[config.mk]
export PLATFORM = sky130hd
export DESIGN_NAME = mem_port_arbiter
export DESIGN_NICKNAME = d
export VERILOG_FILES = /design/src/rtl/mem_port_arbiter.sv
export SDC_FILE = /design/constraint.sdc
export NUM_CORES = 1
export LEC_CHECK = 0
export CELL_PAD_IN_SITES_DETAIL_PLACEMENT = 2
export CELL_PAD_IN_SITES_GLOBAL_PLACEMENT = 2
export CORE_ASPECT_RATIO = 1.1
export CORE_UTILIZATION = 15
export DETAILED_ROUTE_END_ITERATION = 6
export GPL_ROUTABILITY_DRIVEN = 0
export PLACE_DENSITY = 0.79
export SETUP_SLACK_MARGIN = 0.5
export SYNTH_ARGS = -nofsm -noshare
export SYNTH_HDL_FRONTEND = slang
export SYNTH_SLANG_ARGS = --single-unit
[constraint.sdc]
create_clock -name clk -period 1.95 [get_ports clk]
set_clock_uncertainty 0.2 [all_clocks]
set_input_delay 0.39 -clock clk [delete_from_list [all_inputs] [get_ports clk]]
set_output_delay 0.39 -clock clk [all_outputs]
set_load 0.01 [all_outputs]
[src/rtl/mem_port_arbiter.sv]
// mem_port_arbiter
//   Shares one memory port between an instruction-fetch requester (fe) and a
//   load/store requester (ls). One transaction is in flight at a time. ls has
//   priority, but after STARVE_MAX consecutive ls grants made while fe was
//   waiting, fe is served next.
//
//   Ports
//     clk, reset               clock, synchronous active-high reset
//     fe_req/fe_addr           fetch read request (held until fe_gnt)
//     fe_gnt/fe_rvalid/fe_rdata  fetch grant pulse and read response
//     fe_flush                 drop the response of the fetch in flight
//     ls_req/ls_we/ls_addr/ls_wdata/ls_size  load/store request
//     ls_gnt/ls_rvalid/ls_rdata  load/store grant pulse and read response
//     mem_en/mem_we/mem_addr/mem_wdata/mem_size  shared memory command
//     mem_rdata                read data, valid LATENCY cycles after mem_en
//
//   state | meaning
//   IDLE  | sample requests, pick a winner, register its command
//   BUSY  | one cycle: command on the memory port, winner's gnt pulses
//   WAIT  | LATENCY cycles of read latency; owner's rvalid in the last one

module mem_port_arbiter #(
    parameter int WIDTH      = 32,
    parameter int LATENCY    = 1,
    parameter int STARVE_MAX = 4
) (
    input  logic             clk,
    input  logic             reset,
    input  logic             fe_req,
    input  logic [WIDTH-1:0] fe_addr,
    output logic             fe_gnt,
    output logic             fe_rvalid,
    output logic [WIDTH-1:0] fe_rdata,
    input  logic             fe_flush,
    input  logic             ls_req,
    input  logic             ls_we,
    input  logic [WIDTH-1:0] ls_addr,
    input  logic [WIDTH-1:0] ls_wdata,
    input  logic [2:0]       ls_size,
    output logic             ls_gnt,
    output logic             ls_rvalid,
    output logic [WIDTH-1:0] ls_rdata,
    output logic             mem_en,
    output logic             mem_we,
    output logic [WIDTH-1:0] mem_addr,
    output logic [WIDTH-1:0] mem_wdata,
    output logic [2:0]       mem_size,
    input  logic [WIDTH-1:0] mem_rdata
);

    typedef enum logic [1:0] {
        IDLE = 2'd0,
        BUSY = 2'd1,
        WAIT = 2'd2
    } state_t;

    // The wait timer counts down to zero; zero marks the last WAIT cycle.
    localparam logic [2:0] WAIT_LOAD  = 3'(LATENCY - 1);
    localparam logic [2:0] STARVE_LIM = 3'(STARVE_MAX);
    localparam logic [2:0] FE_SIZE    = 3'b010;

    state_t     state;
    logic [2:0] starve_cnt;
    logic [2:0] wait_cnt;
    logic       cmd_fe;
    logic       fe_flushed;
    logic       fe_wins;
    logic       last_wait;

    assign fe_wins   = fe_req && (!ls_req || (starve_cnt == STARVE_LIM));
    assign last_wait = (state == WAIT) && (wait_cnt == 3'd0);

    // A flush in the final WAIT cycle must hide that same cycle's response,
    // so the live fe_flush is gated in alongside the sticky flag.
    assign fe_rvalid = last_wait && cmd_fe && !fe_flushed && !fe_flush;
    assign ls_rvalid = last_wait && !cmd_fe;
    assign fe_rdata  = fe_rvalid ? mem_rdata : '0;
    assign ls_rdata  = ls_rvalid ? mem_rdata : '0;

    always_ff @(posedge clk) begin
        if (reset) begin
            state      <= IDLE;
            starve_cnt <= 3'd0;
            wait_cnt   <= 3'd0;
            cmd_fe     <= 1'b0;
            fe_flushed <= 1'b0;
            fe_gnt     <= 1'b0;
            ls_gnt     <= 1'b0;
            mem_en     <= 1'b0;
            mem_we     <= 1'b0;
            mem_addr   <= '0;
            mem_wdata  <= '0;
            mem_size   <= 3'd0;
        end else begin
            fe_gnt <= 1'b0;
            ls_gnt <= 1'b0;
            mem_en <= 1'b0;
            mem_we <= 1'b0;
            case (state)
                IDLE: begin
                    if (!fe_req) begin
                        starve_cnt <= 3'd0;
                    end
                    if (fe_req || ls_req) begin
                        state      <= BUSY;
                        mem_en     <= 1'b1;
                        fe_flushed <= 1'b0;
                        if (fe_wins) begin
                            cmd_fe     <= 1'b1;
                            fe_gnt     <= 1'b1;
                            mem_we     <= 1'b0;
                            mem_addr   <= fe_addr;
                            mem_size   <= FE_SIZE;
                            starve_cnt <= 3'd0;
                        end else begin
                            cmd_fe    <= 1'b0;
                            ls_gnt    <= 1'b1;
                            mem_we    <= ls_we;
                            mem_addr  <= ls_addr;
                            mem_wdata <= ls_wdata;
                            mem_size  <= ls_size;
                            if (fe_req && (starve_cnt != 3'd7)) begin
                                starve_cnt <= starve_cnt + 3'd1;
                            end
                        end
                    end
                end
                BUSY: begin
                    if (cmd_fe && fe_flush) begin
                        fe_flushed <= 1'b1;
                    end
                    // mem_we still holds this transaction's write flag here.
                    if (mem_we) begin
                        state <= IDLE;
                    end else begin
                        state    <= WAIT;
                        wait_cnt <= WAIT_LOAD;
                    end
                end
                WAIT: begin
                    if (cmd_fe && fe_flush) begin
                        fe_flushed <= 1'b1;
                    end
                    if (wait_cnt == 3'd0) begin
                        state <= IDLE;
                    end else begin
                        wait_cnt <= wait_cnt - 3'd1;
                    end
                end
                default: begin
                    state <= IDLE;
                end
            endcase
        end
    end

endmodule
Word-level counts from Yosys, hierarchy flattened
Cells that the tools add are included.
{"block": "totals", "register_bits": 81, "latchBits": 0, "ram_bits": 0, "romBits": 0, "input_bits": 137, "output_inout_bits": 137, "elab_cells": 74, "mem_count": 0}
{"block": "op_classes", "addsub": 2, "mul": 0, "div": 0, "n_lt_le_gt_ge": 0, "n_eq_ne": 9, "shifts": 0, "mux": 21, "bitwise": 3, "n_reduce_logical": 27}
{"cell": "2-to-1 mux 32 bit", "count": 3}
{"cell": "2-to-1 mux 3 bit", "count": 7}
{"cell": "AND reduction 3 bit", "count": 3}
{"cell": "logical AND 1 bit", "count": 8}
{"cell": "2-to-1 mux 2 bit", "count": 3}
{"cell": "!= test 2 bit, second input constant", "count": 3}
{"cell": "case mux 2 bit (3 select lines)", "count": 1}
{"cell": "case mux 3 bit (2 select lines)", "count": 1}
{"cell": "2-to-1 mux 1 bit", "count": 5}
{"cell": "logical NOT 1 bit", "count": 4}
{"cell": "!= test 2 x 1 -> 1 bit, second input constant", "count": 2}
{"cell": "AND reduction 2 bit", "count": 2}
{"cell": "nonzero test 2 bit", "count": 2}
{"cell": "OR reduction 2 bit", "count": 2}
{"cell": "OR reduction 4 bit", "count": 1}
{"cell": "adder 3 x 1 -> 3 bit, second input constant", "count": 1}
{"cell": "equality test 3 bit, second input constant", "count": 1}
{"cell": "logical NOT 3 bit", "count": 1}
{"cell": "!= test 3 bit, second input constant", "count": 1}
{"cell": "inverter 1 bit", "count": 3}
{"cell": "OR reduction 3 bit", "count": 1}
{"cell": "subtractor 3 x 1 -> 3 bit, second input constant", "count": 1}
{"cell": "equality test 2 x 1 -> 1 bit, second input constant", "count": 1}
{"cell": "equality test 2 bit, second input constant", "count": 1}
{"cell": "3 further kinds", "count": 4}

Longest topological paths before layout
{"block": "depth", "ltp_word": 6, "depth_mapped": 8, "mapped_depth_nobuf": 6}

Worst setup path after synthesis
OpenSTA, ideal clock, no wires.
{"block": "synth_path", "kind": "flip-flop to output port", "from": "register state[0]", "to": "output fe_rdata[22]", "arrival_ns": 1.551, "t_required_ns": 1.360, "slack_ns": -0.191, "path_stages_with_launch": 7, "path_buffers": 1, "cell_sequence": "dfxtp_1 inv_1 ha_1 nand3b_1 nor4b_2 buf_2 and2_1"}
{"block": "synth_between", "elab_chain_len": 6}
{"item": "from (decl)", "line": "62", "source": "state_t state;"}
{"item": "from (signal assigned)", "line": "82", "source": "state <= IDLE;"}
{"item": "from (signal assigned)", "line": "105", "source": "state <= BUSY;"}
{"item": "from (signal assigned)", "line": "134", "source": "state <= IDLE;"}
{"item": "equality test 2 bit", "line": "71", "source": "assign last_wait = (state == WAIT) && (wait_cnt == 3'd0);"}
{"item": "logical AND 1 bit", "line": "71"}
{"item": "logical AND 1 bit (3 in series)", "line": "75", "source": "assign fe_rvalid = last_wait && cmd_fe && !fe_flushed && !fe_flush;"}
{"item": "named net fe_rvalid", "line": "32", "source": "output logic fe_rvalid,"}
{"item": "2-to-1 mux 32 bit", "line": "77", "source": "assign fe_rdata = fe_rvalid ? mem_rdata : '0;"}
{"item": "to (decl)", "line": "33", "source": "output logic [WIDTH-1:0] fe_rdata,"}
The timed path passes the listed nets, and every way through them passes these cells.

Final worst setup path
{"block": "layout_path", "from": "register wait_cnt[1]", "to": "output fe_rdata[20]"}
{"block": "layout_between", "elab_chain_len": 6}
{"item": "from (decl)", "line": "64", "source": "logic [2:0] wait_cnt;"}
{"item": "from (signal assigned)", "line": "147", "source": "wait_cnt <= wait_cnt - 3'd1;"}
{"item": "logical NOT 3 bit", "line": "71"}
{"item": "logical AND 1 bit", "line": "71"}
{"item": "logical AND 1 bit (3 in series)", "line": "75"}
{"item": "2-to-1 mux 32 bit", "line": "77"}
No other way between the ends.

==> results.toml <==
[outcome]
status = "complete, but fails checks"
violations = "setup timing"

[clock_tree]
cts_buffers = 9
clockRootBuffer = "clkbuf_16"
htreeDepth = 3
clock_path_buffers = 2
insertion_delay_ns = 0.34
cts_tree = "built"
cts.hold.buffers_added = 0
clock-sinks = 81
path_clk_slew_ns = 0.07

[routing]
wl_per_cell_um = 19.74
firstDrtPassIters = 4
drt-total-wl_um = 21890
drt_iter0_drc = 81
final_antenna_net_count = 0
drcViolationCount = 0
avgViaCountPerCell = 4.225
via_count = 4685

[floorplanning]
fp-row-count = 58
start_util = 0.1541
die_x_um = 148.8
core_area_um2 = 23080
io_pins = 274
die_h_um = 163.5
die_area_um2 = 24340

[min_path]
hold_path.class = "flop to flop"

[timing]
slew_headroom = 0.7004
timing.fmax_ghz = 0.3857
min_period_ns = 2.593
rsz0062_at_grt = "true"
finalMaxSlewViolations = 0
setup_viol_count_final = 122
tightest_slew_ns = 0.4494
finalCritPeriodShare = 1.330
setup_slack_ns = -0.6428
hold_viol_final = 0
setup_tns_ns = -40.77

[logic_synthesis]
synth-seq-cells = 81
ys_seq_area_frac = 0.4559
syn_avg_cell_area_um2 = 8.272
ys.flop_type = "dfxtp_1"
postSynth.asyncResetShare = 0
syn-num-nets = 576
ys_types = 35
syn_area_um2 = 3557
synthCells = 430
synth_warnings = 0
synth_edf_count = 0

[place]
place_area_um2 = 7099
numPortBuffers = 273
dp_hpwl_um = 12530

[critical_path]
path_cells = "inv_2 > ha_4 > nand3b_1 > nor4b_4 > clkbuf_16 > buf_6 > buf_6 > and2_4 > buf_6"
critPathMostFrequentCell = "buf_6"
worstPathArrival_ns = 2.00
end_kind = "output pin"
slowest_delay_ns = 0.37
cp_slowest_cell = "nor4b_4"
startpoint_type = "flop"
cp.required_ns = 1.36
worstSetupPathType = "flop to output pin"
crit_path_max_fanout = 3

[global_routing]
first_global_vias = 5058
grt_pass1_wl_um = 29650
grt_max_degree = 60
antenna_found_initial = 2
track_usage = 0.1624
overflow = 0

[layout]
layout_commonest_cell = "clkdlybuf4s50_1"
final_cell_mix = "clkdlybuf4s50_1 (133), buf_6 (97), and2_4 (50), nand2_1 (49), buf_4 (49)"
drive_gt1_frac = 0.6146
fin_area_um2 = 9074
nets = 948
syn_to_final_growth_pct = 155.1
fillCellCount = 2421

[flow_run]
maxCapViolCount = 0

[pwr]
leakagePower_nw = 3.910
power_density_nw_per_um2 = 715.8
ir_worst_vdd_uv = 520.9
[logic make-up after synthesis]
logic type	synth area share
XOR/XNOR	0.002463
multiplexers	0.005628
AND/OR/NAND/NOR	0.2754
buffers and inverters	0.04432
adder cells (fa/ha/maj)	0.03166
flip-flops	0.4559
AO/OA/AOI/OAI	0.1847
[routing by layer]
metal  GRT usage  vias to the layer above  wire length [um]
li1            -                     2203                 -
met1      0.1592                     2267              7751
met2      0.3203                      201             12090
met3     0.05698                       14              1814
met4     0.03757                        0               231
met5           0                        -                 0
[final cells by class]
cell class | count | area [um^2] | share of cell area
timing repair buffer | 390 | 4069 | 0.4484
sequential | 81 | 1675 | 0.1846
tap | 300 | 375.4 | 0.04137
antenna | 2 | 5.005 | 0.0005516
multi-input combinational | 313 | 2641 | 0.2911
clock inverter | 7 | 53.80 | 0.005929
clock buffer | 9 | 225.2 | 0.02482
inverter | 7 | 28.78 | 0.003172
[state kept, by name, summed over array words and instances, names as in the netlist]
name        flops
mem_we          1
fe_gnt          1
mem_en          1
wait_cnt        3
cmd_fe          1
starve_cnt      3
mem_addr       32
state           2
mem_wdata      32
mem_size        3
fe_flushed      1
ls_gnt          1
[where the power goes]
part           leakage (nW)  switching [mW]  internal [mW]  total (mW)
clock                 0.128           0.780          0.873        1.65
combinational          3.10            1.22           1.65        2.87
sequential            0.682           0.122           1.85        1.97
[metrics by stage]
step / utilization / hold WS (ns) / worst slack [ns] / instances / power (mW)
after floorplan: - / 0.2440 / -0.08019 / 430 / 2.714
after global placement: 0.3076 / 0.2416 / -0.6949 / 1008 / 3.707
after detailed placement: 0.3076 / 0.2515 / -0.7374 / 1008 / 3.752
after CTS: 0.3598 / 0.2592 / -0.7809 / 1078 / 6.110
after global routing: 0.3932 / 0.2686 / -0.7620 / 1109 / 6.829
final: 0.3932 / 0.2525 / -0.6428 / 1109 / 6.495
[cells in the mapped netlist, types with 3 or more instances]
library cell  count  area share
nor3_1            5      0.0070
a21oi_1          56       0.079
dfxtp_1          81        0.46
clkbuf_1         21       0.022
a221o_1          10       0.028
buf_2             6      0.0084
a22oi_1          25       0.053
nor2_1           13       0.014
ha_1              9       0.032
buf_1             3      0.0032
and2_1           75        0.13
inv_1             7      0.0074
nand2_1          92       0.097
[what timing repair did]
action / 4_1_cts / 5_1_grt
hold endpoints to repair: 0 / 0
pin swaps: 57 / 59
setup buffers: 37 / 22
gates cloned: 17 / 7
endpoints found under the setup margin: 218 / 202
resized for setup: 552 / 263
[critical path, delay by kind of cell (launching register included)]
kind	cells	cell delay, ns
simple gates	3	0.63
fa+ha+maj	1	0.13
flops	1	0.33
buf+inv	5	0.57
[path summary, 6_finish.rpt]
path | start | end | slack [ns] | cells after the start
min | mem_wdata[3]$_SDFFE_PP0P_ | mem_wdata[3]$_SDFFE_PP0P_ | 0.25 | 2
min reg2reg | mem_wdata[3]$_SDFFE_PP0P_ | mem_wdata[3]$_SDFFE_PP0P_ | 0.25 | 2
max reg2reg | state[0]$_SDFFE_PP0P_ | mem_wdata[21]$_SDFFE_PP0P_ | -0.15 | 11
max | wait_cnt[1]$_SDFFE_PP0P_ | fe_rdata[20] | -0.64 | 9
Power figures use the tool's default switching activity.
